`src/rtl/seq_det_pkg.sv`:
```
// Shared constants and types for the parametrised serial pattern detector.
// Holds the legal PAT_W range, the default reset pattern and the fill counter type.
package seq_det_pkg;

    localparam int PAT_W_MIN = 2;
    localparam int PAT_W_MAX = 16;

    localparam logic [3:0] DEF_RST_PAT = 4'b1001;

    // Wide enough to hold any fill value from 0 up to PAT_W_MAX.
    localparam int FILL_W = $clog2(PAT_W_MAX + 1);
    typedef logic [FILL_W-1:0] fill_t;

endpackage

```
`src/rtl/seq_det_sat_cnt.sv`:
```
// Saturating up-counter with synchronous clear and increment enable.
// Clear has priority over increment; the count holds at all-ones.
module seq_det_sat_cnt #(
    parameter int W = 8
) (
    input  logic         clk,
    input  logic         rst,
    input  logic         clr,
    input  logic         inc,
    output logic [W-1:0] cnt
);

    logic [W-1:0] cnt_q;
    logic [W-1:0] cnt_d;

    always_comb begin
        cnt_d = cnt_q;
        if (clr) begin
            cnt_d = '0;
        end else if (inc && (cnt_q != '1)) begin
            cnt_d = cnt_q + W'(1);
        end
    end

    always_ff @(posedge clk or posedge rst) begin
        if (rst) begin
            cnt_q <= '0;
        end else begin
            cnt_q <= cnt_d;
        end
    end

    assign cnt = cnt_q;

endmodule

```
`src/rtl/seq_det_param.sv`:
```
// Moore serial pattern detector: runtime-loadable pattern, overlap select, valid qualifier.
// Define SEQ_DET_CNT_EN to add the saturating match counter and its match_cnt port.
module seq_det_param
    import seq_det_pkg::*;
#(
    parameter int               PAT_W   = 4,
    parameter logic [PAT_W-1:0] RST_PAT = PAT_W'(DEF_RST_PAT),
    parameter int               CNT_W   = 8
) (
    input  logic             clk,
    input  logic             rst,
    input  logic             din_vld,
    input  logic             din,
    input  logic             pat_ld,
    input  logic [PAT_W-1:0] pat_in,
    input  logic             overlap_en,
    output logic             dout
`ifdef SEQ_DET_CNT_EN
    ,
    output logic [CNT_W-1:0] match_cnt
`endif
);

    if ((PAT_W < PAT_W_MIN) || (PAT_W > PAT_W_MAX)) begin : g_bad_pat_w
        $error("seq_det_param: PAT_W out of range");
    end
    if (CNT_W < 1) begin : g_bad_cnt_w
        $error("seq_det_param: CNT_W must be at least 1");
    end

    localparam fill_t FILL_FULL = fill_t'(PAT_W);

    logic [PAT_W-1:0] pat_q, pat_d;
    logic [PAT_W-1:0] hist_q, hist_d;
    fill_t            fill_q, fill_d;
    logic             hit_q, hit_d;

    logic [PAT_W-1:0] hist_acc;
    fill_t            fill_acc;
    logic             match;

    // din is consumed on an edge only when din_vld is high and pat_ld is low;
    // there is no backpressure, the source may present a bit on any cycle.
    always_comb begin
        pat_d    = pat_q;
        hist_d   = hist_q;
        fill_d   = fill_q;
        hit_d    = 1'b0;
        match    = 1'b0;
        hist_acc = PAT_W'({hist_q, din});
        fill_acc = (fill_q >= FILL_FULL) ? FILL_FULL : (fill_q + fill_t'(1));

        if (pat_ld) begin
            pat_d  = pat_in;
            fill_d = '0;
        end else if (din_vld) begin
            hist_d = hist_acc;
            fill_d = fill_acc;
            // Compare against the updated history so the completing bit counts.
            if ((fill_acc == FILL_FULL) && (hist_acc == pat_q)) begin
                match = 1'b1;
                hit_d = 1'b1;
                if (!overlap_en) begin
                    fill_d = '0;
                end
            end
        end
    end

    always_ff @(posedge clk or posedge rst) begin
        if (rst) begin
            pat_q  <= RST_PAT;
            hist_q <= '0;
            fill_q <= '0;
            hit_q  <= 1'b0;
        end else begin
            pat_q  <= pat_d;
            hist_q <= hist_d;
            fill_q <= fill_d;
            hit_q  <= hit_d;
        end
    end

    assign dout = hit_q;

`ifdef SEQ_DET_CNT_EN
    seq_det_sat_cnt #(
        .W (CNT_W)
    ) u_cnt (
        .clk (clk),
        .rst (rst),
        .clr (pat_ld),
        .inc (match),
        .cnt (match_cnt)
    );
`else
    logic unused_match;
    assign unused_match = match;
`endif

endmodule

```
`config.mk`:
```
export PLATFORM = sky130hd
export DESIGN_NAME = seq_det_param
export DESIGN_NICKNAME = d
export VERILOG_FILES = /design/src/rtl/seq_det_pkg.sv /design/src/rtl/seq_det_sat_cnt.sv /design/src/rtl/seq_det_param.sv
export SDC_FILE = /design/constraint.sdc
export NUM_CORES = 1
export LEC_CHECK = 0
export CAP_MARGIN = 10
export CORE_MARGIN = 8
export CORE_UTILIZATION = 42
export CTS_CLUSTER_SIZE = 28
export DETAILED_ROUTE_END_ITERATION = 12
export PLACE_DENSITY_LB_ADDON = 0.3
export REMOVE_ABC_BUFFERS = 1
export SYNTH_ARGS = -nofsm -noshare
export SYNTH_HDL_FRONTEND = slang
export SYNTH_SLANG_ARGS = --single-unit
```
`constraint.sdc`:
```
create_clock -name clk -period 3.5 [get_ports clk]
set_input_delay 0.7 -clock clk [delete_from_list [all_inputs] [get_ports clk]]
set_output_delay 0.7 -clock clk [all_outputs]
set_load 0.05 [all_outputs]
```
# Word-level counts from Yosys, hierarchy flattened
# Index checks and enable logic that the tools add are counted.
[word_totals] register_bits=13 latch_bits=0 ram_bits=0 mem_bits_ro=0 input_bits=10 output_inout_bits=1 wordCells=20 memories=0
[op_classes] add_sub_neg=1 n_mul=0 div=0 n_lt_le_gt_ge=1 eq_ne=2 shift=0 n_mux=8 bitwise_logic=1 n_reduce_logical=3
[ops] operator="5-bit 2-to-1 mux" count=5
[ops] operator="5-bit by 1-bit adder with 5-bit output, second input constant" count=1
[ops] operator="5-bit by 3-bit equality test with 1-bit output, second input constant" count=1
[ops] operator="5-bit by 3-bit greater-or-equal comparator with 1-bit output, second input constant" count=1
[ops] operator="4-bit equality test" count=1
[ops] operator="1-bit 2-to-1 mux" count=3
[ops] operator="2-bit AND reduction" count=1
[ops] operator="2-bit nonzero test" count=1
[ops] operator="1-bit logical AND" count=1
[ops] operator="1-bit NOT" count=1

# Logic depth before layout (Yosys ltp)
# Gate-level depths: netlist of the first run.
[depth] ltp_word=7 mapped_depth=5 ltp_nobuf=5

# Worst setup path before layout of the first run
# Ideal clock, no wire load.
[synth_timing] path_type="input to register" from="in pat_ld" to="reg hist_q[0]" setup_time_ns=0.125 t_arrival_ns=1.420 required_ns=3.375 slack_ns=1.955 stages=3 path_buffers=1 path_cell_list="buf_4 and2b_1 mux2_2"
[synth_via] elab_chain_cells=2
[synth_rtl] element="from (decl)" line_no="seq_det_param.sv:14" rtl="input logic pat_ld,"
[synth_rtl] element="1-bit NOT (no line)"
[synth_rtl] element="2-bit AND reduction (no line)"
[synth_rtl] element="to (signal assigned)" line_no="seq_det_param.sv:78" rtl="hist_q <= hist_d;"
[synth_rtl] element="to (decl)" line_no="seq_det_param.sv:34" rtl="logic [PAT_W-1:0] hist_q, hist_d;"
# Every way passes these cells.
# A chain may end at the register's enable or synchronous reset.

# Final worst setup path of the first run
[layout_timing] from="reg hit_q (netlist: dout)" to="out dout"
[layout_rtl] element="from (decl)" line_no="seq_det_param.sv:36" rtl="logic hit_q, hit_d;"
[layout_rtl] element="from (signal assigned)" line_no="seq_det_param.sv:80" rtl="hit_q <= hit_d;"
[layout_rtl] element="to (decl)" line_no="seq_det_param.sv:17" rtl="output logic dout"
# No word-level cell between the ends.

==> results.json, run 1 <==
{
  "ir_drop_mv": 0.259,
  "grt_max_degree": 14,
  "cp.required_ns": 2.80,
  "wl_per_cell_um": 12.8,
  "vias": 402,
  "outcome": "completed",
  "worst_setup_path_start_kind": "flip-flop",
  "drtIter0Drc": 6,
  "cts.path.max_buffers": 2,
  "hold_slack_ns": 0.520,
  "cts_setup_buffers": 0,
  "grt_pass1_vias": 417,
  "path_clk_slew_ns": 0.08,
  "ys_top_cells_by_count": "dfrtp_1, inv_1, mux2_2",
  "avgSynthCellArea_sq_um": 11.4,
  "skew_ns": 0.00125,
  "cts_hold_buf": 0,
  "synth_warnings": 0,
  "crit_type": "reg -> out",
  "synth_area_sq_um": 607,
  "synth.distinct_cells": 23,
  "cts_tree": "yes",
  "hold_path_class": "reg -> reg",
  "syn-instance-count": 53,
  "yosys-top-cells-area": "dfrtp_1, mux2_2, dfstp_2",
  "synth_top_flop_cell": "dfrtp_1",
  "final.period_utilization": 0.598,
  "drive_above_1_share": 0.167,
  "ys_seq_elements": 13,
  "root_buffer": "clkbuf_4",
  "synth_edf_count": 0,
  "pin_count": 11,
  "die_area_sq_um": 2920,
  "synthSimpleGateAreaFrac": 0.151,
  "p_clk_frac": 0.295,
  "pwr-share-comb": 0.149,
  "drc": 0,
  "final_nets": 79,
  "synthAdderAreaFrac": 0.0412,
  "totalWireLength_um": 1040,
  "htree_levels": 1,
  "slew_headroom": 0.672,
  "grt-ovfl-total": 0,
  "via_per_inst": 4.96,
  "yosysMostFrequentCell": "dfrtp_1",
  "r2r_slack_ns": 1.83,
  "p_sw_mw": 0.0789,
  "core_area_sq_um": 1330,
  "synth-async-reset-ratio": 1.00,
  "synth_mux_area_frac": 0.0928,
  "final_cells": 81,
  "worstPathArrival_ns": 1.39,
  "cts_buffers": 3,
  "slew_viol_final": 0,
  "crit_path_max_incr_delay_ns": 0.79,
  "swShare": 0.251,
  "portBuffers": 10,
  "hpwl_um": 821,
  "cts_resized": 0,
  "synth-compound-area-share": 0.103,
  "crit_family": "buffers and inverters",
  "synth.top_cell.area_share": 0.454,
  "final_hold_viol_count": 0,
  "rsz0062_at_grt": "false",
  "dieWidth_um": 54.0,
  "fmax_ghz": 0.478,
  "p_int_mw": 0.236,
  "cpMaxStageDelayCell": "clkdlybuf4s50_1",
  "drt-pass1-iter-count": 4,
  "critPathMaxFanout": 1,
  "area_delta_synth_final_pct": 22.7,
  "place_congestion": 0.755,
  "die_h_um": 54.0,
  "path_cells": "clkdlybuf4s50_1",
  "worst_slew_pin_slew_ns": 0.490,
  "std_cell_rows": 13,
  "insertion_delay_ns": 0.28,
  "grt_usage": 0.0890,
  "p_seq_frac": 0.556,
  "ys_seq_area_frac": 0.540,
  "drv_cap": 0,
  "setup_tns_ns": 0,
  "synth_top_area_cell": "dfrtp_1",
  "power_density_nw_per_um2": 423,
  "p_leak_nw": 0.332,
  "cts_sinks": 13,
  "cp_num_buf_inv": 1,
  "min_period_ns": 2.09,
  "synth-xor-area-share": 0.0289,
  "detail-route-antenna-nets": 0,
  "place_inst": 77,
  "setup_viol": 0,
  "end_kind": "output port",
  "synth_top_family_by_area": "simple AND/OR/NAND/NOR gates",
  "antenna_found_initial": 0,
  "n_antenna_cell": 0,
  "grt_pass1_wl_um": 1830,
  "start_util": 0.455
}
==> cells by family after synthesis <==
logic type      after synthesis
simple gates                 16
flops                        13
compound gates                9
buf+inv                       6
mux                           5
xor+xnor                      2
fa+ha+maj                     2
==> area by class of cell <==
| cell class | instances | area, sq um |
|---|---|---|
| sequential | 13 | 328 |
| inverter | 5 | 18.8 |
| fill | 111 | 589 |
| tap | 15 | 18.8 |
| multi-input combinational | 34 | 253 |
| clock buffer | 4 | 26.3 |
| timing repair buffer | 10 | 100 |
==> cell usage in the layout, fill, tap and decap left out, types with 3 or more instances in the layout <==
cell type / instances
a21oi_1: 4
clkbuf_4: 3
clkdlybuf4s50_1: 10
dfrtp_1: 11
inv_1: 5
mux2_2: 5
==> worst paths after layout <==
kind,cells after the start,start,end
setup reg to reg,5,fill_q[0],fill_q[2]
hold / removal,1,fill_q[3],fill_q[3]
max in group asynchronous,2,rst,pat_q[3]
setup / recovery,1,dout,dout
min in group asynchronous,2,rst,fill_q[2]
hold reg to reg,1,fill_q[3],fill_q[3]
==> routing by layer <==
metal | global-route usage | vias up | part of all wire
met5 | 0 | - | 0
met4 | 0.0738 | 0 | 0.035
met3 | 0.0358 | 5 | 0.050
met2 | 0.112 | 8 | 0.42
met1 | 0.114 | 182 | 0.50
li1 | - | 207 | -
==> flip-flops by register name (all words and copies together) (netlist names) <==
name    flops
fill_q      5
hist_q      3
pat_q       4
dout        1
==> stage by stage <==
step / power (mW) / utilization / worst slack, ns / instance area, sq um
2_1_floorplan: 0.205 / - / 1.99 / 599
3_3_place_gp: 0.224 / 0.538 / 1.41 / 718
3_5_place_dp: 0.225 / 0.538 / 1.37 / 718
4_1_cts: 0.319 / 0.558 / 1.39 / 744
5_1_grt: 0.335 / 0.558 / 1.37 / 744
6_report: 0.315 / 0.558 / 1.41 / 744
==> power by group through the flow <==
stage                     Sequential [mW]  Combinational, mW  Clock, mW
after global routing                0.177             0.0527      0.105
after global placement              0.178             0.0468          0
after floorplan                     0.175             0.0301          0
after CTS                           0.175             0.0478     0.0962
after detailed placement            0.178             0.0476          0
final                               0.175             0.0470     0.0929
Power figures use the tool's default switching activity.
==> run 2: changes to the inputs <==
clock period = 1.85 ns   (was 3.5 ns; I/O delays follow)
==> run 2 against run 1 <==
  * Cell area up 2.0%
  * Utilization up 1.1 points
  * Clock power up 80%
  * Sequential cell count unchanged
  * Worst hold slack worse by 0.11 ns
  * Via count up 5.0%
  * Die area unchanged
  * Clock-buffer cell count unchanged
  * Sequential share of layout area down 0.87 points
  * Combinational power up 96%
  * Worst setup slack worse by 1.3 ns
  * Critical path type unchanged
  * Critical endpoint unchanged
==> results.json, run 2 (synthesis gave the netlist of run 1 again) <==
{
  "outcome": "completed",
  "grt_use_met3": 0.0331,
  "critPathMaxFanout": 1,
  "crit_type": "reg -> out",
  "drive_above_1_share": 0.191,
  "cts_resized": 0,
  "grt_usage": 0.0905,
  "fmax_ghz": 0.570,
  "die_area_sq_um": 2920,
  "htree_levels": 1,
  "min_period_ns": 1.76,
  "final_cells": 83,
  "cts_hold_buf": 0,
  "via_per_inst": 5.08,
  "cts_buffers": 3,
  "drt-pass1-iter-count": 4,
  "std_cell_rows": 13,
  "reg2reg_depth": 5,
  "endpoint": "dout",
  "use_met2": 0.127,
  "worst-path-stages": 1,
  "start_util": 0.455,
  "cts_sinks": 13,
  "cts.path.max_buffers": 2,
  "dieWidth_um": 54.0,
  "die_h_um": 54.0,
  "setup_viol": 0,
  "hold_path_class": "in -> async",
  "insertion_delay_ns": 0.26,
  "antenna_found_initial": 0,
  "critPathLaunch": "dout",
  "cp.required_ns": 1.48,
  "grt-busiest-layer": "met2",
  "final_cell_mix": "dfrtp_1, clkdlybuf4s50_1, inv_1, mux2_2, a21oi_1",
  "hpwl_um": 847,
  "grt_pass1_wl_um": 1930,
  "wl_per_cell_um": 12.9,
  "crit_family": "buffers and inverters",
  "skew_ns": 0.000739,
  "rsz0062_at_grt": "false",
  "path_cells": "clkdlybuf4s50_1",
  "detail-route-antenna-nets": 0,
  "utilization": 0.569,
  "vias": 422,
  "path_clk_slew_ns": 0.07,
  "place_congestion": 0.735,
  "place_inst": 79,
  "final.period_utilization": 0.949,
  "worst_setup_path_start_kind": "flip-flop",
  "reg2reg_to": "fill_q[2]",
  "cp_num_buf_inv": 1,
  "drc": 0,
  "r2r_slack_ns": 0.19,
  "power_density_nw_per_um2": 777,
  "final_common_cell": "dfrtp_1",
  "slew_viol_final": 0,
  "reg2reg_from": "fill_q[0]",
  "portBuffers": 10,
  "crit_path_max_incr_delay_ns": 0.79,
  "setup_tns_ns": 0,
  "final_nets": 81,
  "cpMaxStageDelayCell": "clkdlybuf4s50_1",
  "drv_cap": 0,
  "grt_max_degree": 14,
  "cts_setup_buffers": 0,
  "n_antenna_cell": 0,
  "drtIter0Drc": 8,
  "largest_reg_flops": 5,
  "p_leak_nw": 0.341,
  "totalWireLength_um": 1070,
  "grt_pass1_vias": 442,
  "final_hold_viol_count": 0,
  "area_delta_synth_final_pct": 25.2,
  "pin_count": 11,
  "ir_drop_mv": 0.363,
  "core_area_sq_um": 1330,
  "root_buffer": "clkbuf_4",
  "regMostFlops": "fill_q",
  "cts_tree": "yes",
  "grt-ovfl-total": 0,
  "slew_headroom": 0.671,
  "end_kind": "output port",
  "largestRegisters": "fill_q x5, pat_q x4, hist_q x3",
  "worst_slew_pin_slew_ns": 0.493,
  "worstPathArrival_ns": 1.39,
  "use_met1": 0.112
}
run 2: worst min-delay path by stage:
stage | slack [ns] | cells past startpoint | end | start
3_3_place_gp | 0.50 | 1 | fill_q[3] | fill_q[3]
3_5_place_dp | 0.50 | 1 | fill_q[3] | fill_q[3]
5_1_grt | 0.46 | 2 | fill_q[3] | rst
6_report | 0.41 | 2 | pat_q[2] | rst
4_1_cts | 0.42 | 2 | fill_q[3] | rst
2_1_floorplan | 0.25 | 1 | dout | rst
run 2: layout make-up:
class	instances	area [sq um]
clock buffers	4	26.3
fillers	131	574
inverters	5	18.8
multi-input cells	34	253
flip-flops and latches	13	328
well taps	15	18.8
repair buffers	12	115
run 2: layer usage:
metal / share of wire / routed length, um
met5: 0 / 0
met4: 0.0056 / 6
met3: 0.041 / 44
met2: 0.47 / 500
met1: 0.48 / 519
run 2: where the power goes:
group | total, mW | switching, mW | internal [mW]
registers | 0.331 | 0.0182 | 0.313
clock network | 0.167 | 0.0835 | 0.0834
logic | 0.0922 | 0.0396 | 0.0527
total | 0.590 | 0.141 | 0.449
run 2: per-stage QoR:
step / power, mW / setup slack, ns / area (sq um) / hold WS, ns
floorplan: 0.389 / 0.342 / 599 / 0.246
global placement: 0.427 / 0.222 / 733 / 0.497
finish: 0.590 / 0.0947 / 759 / 0.414
global route: 0.632 / 0.0390 / 759 / 0.463
detailed placement: 0.430 / 0.158 / 733 / 0.497
CTS: 0.603 / 0.0718 / 759 / 0.421
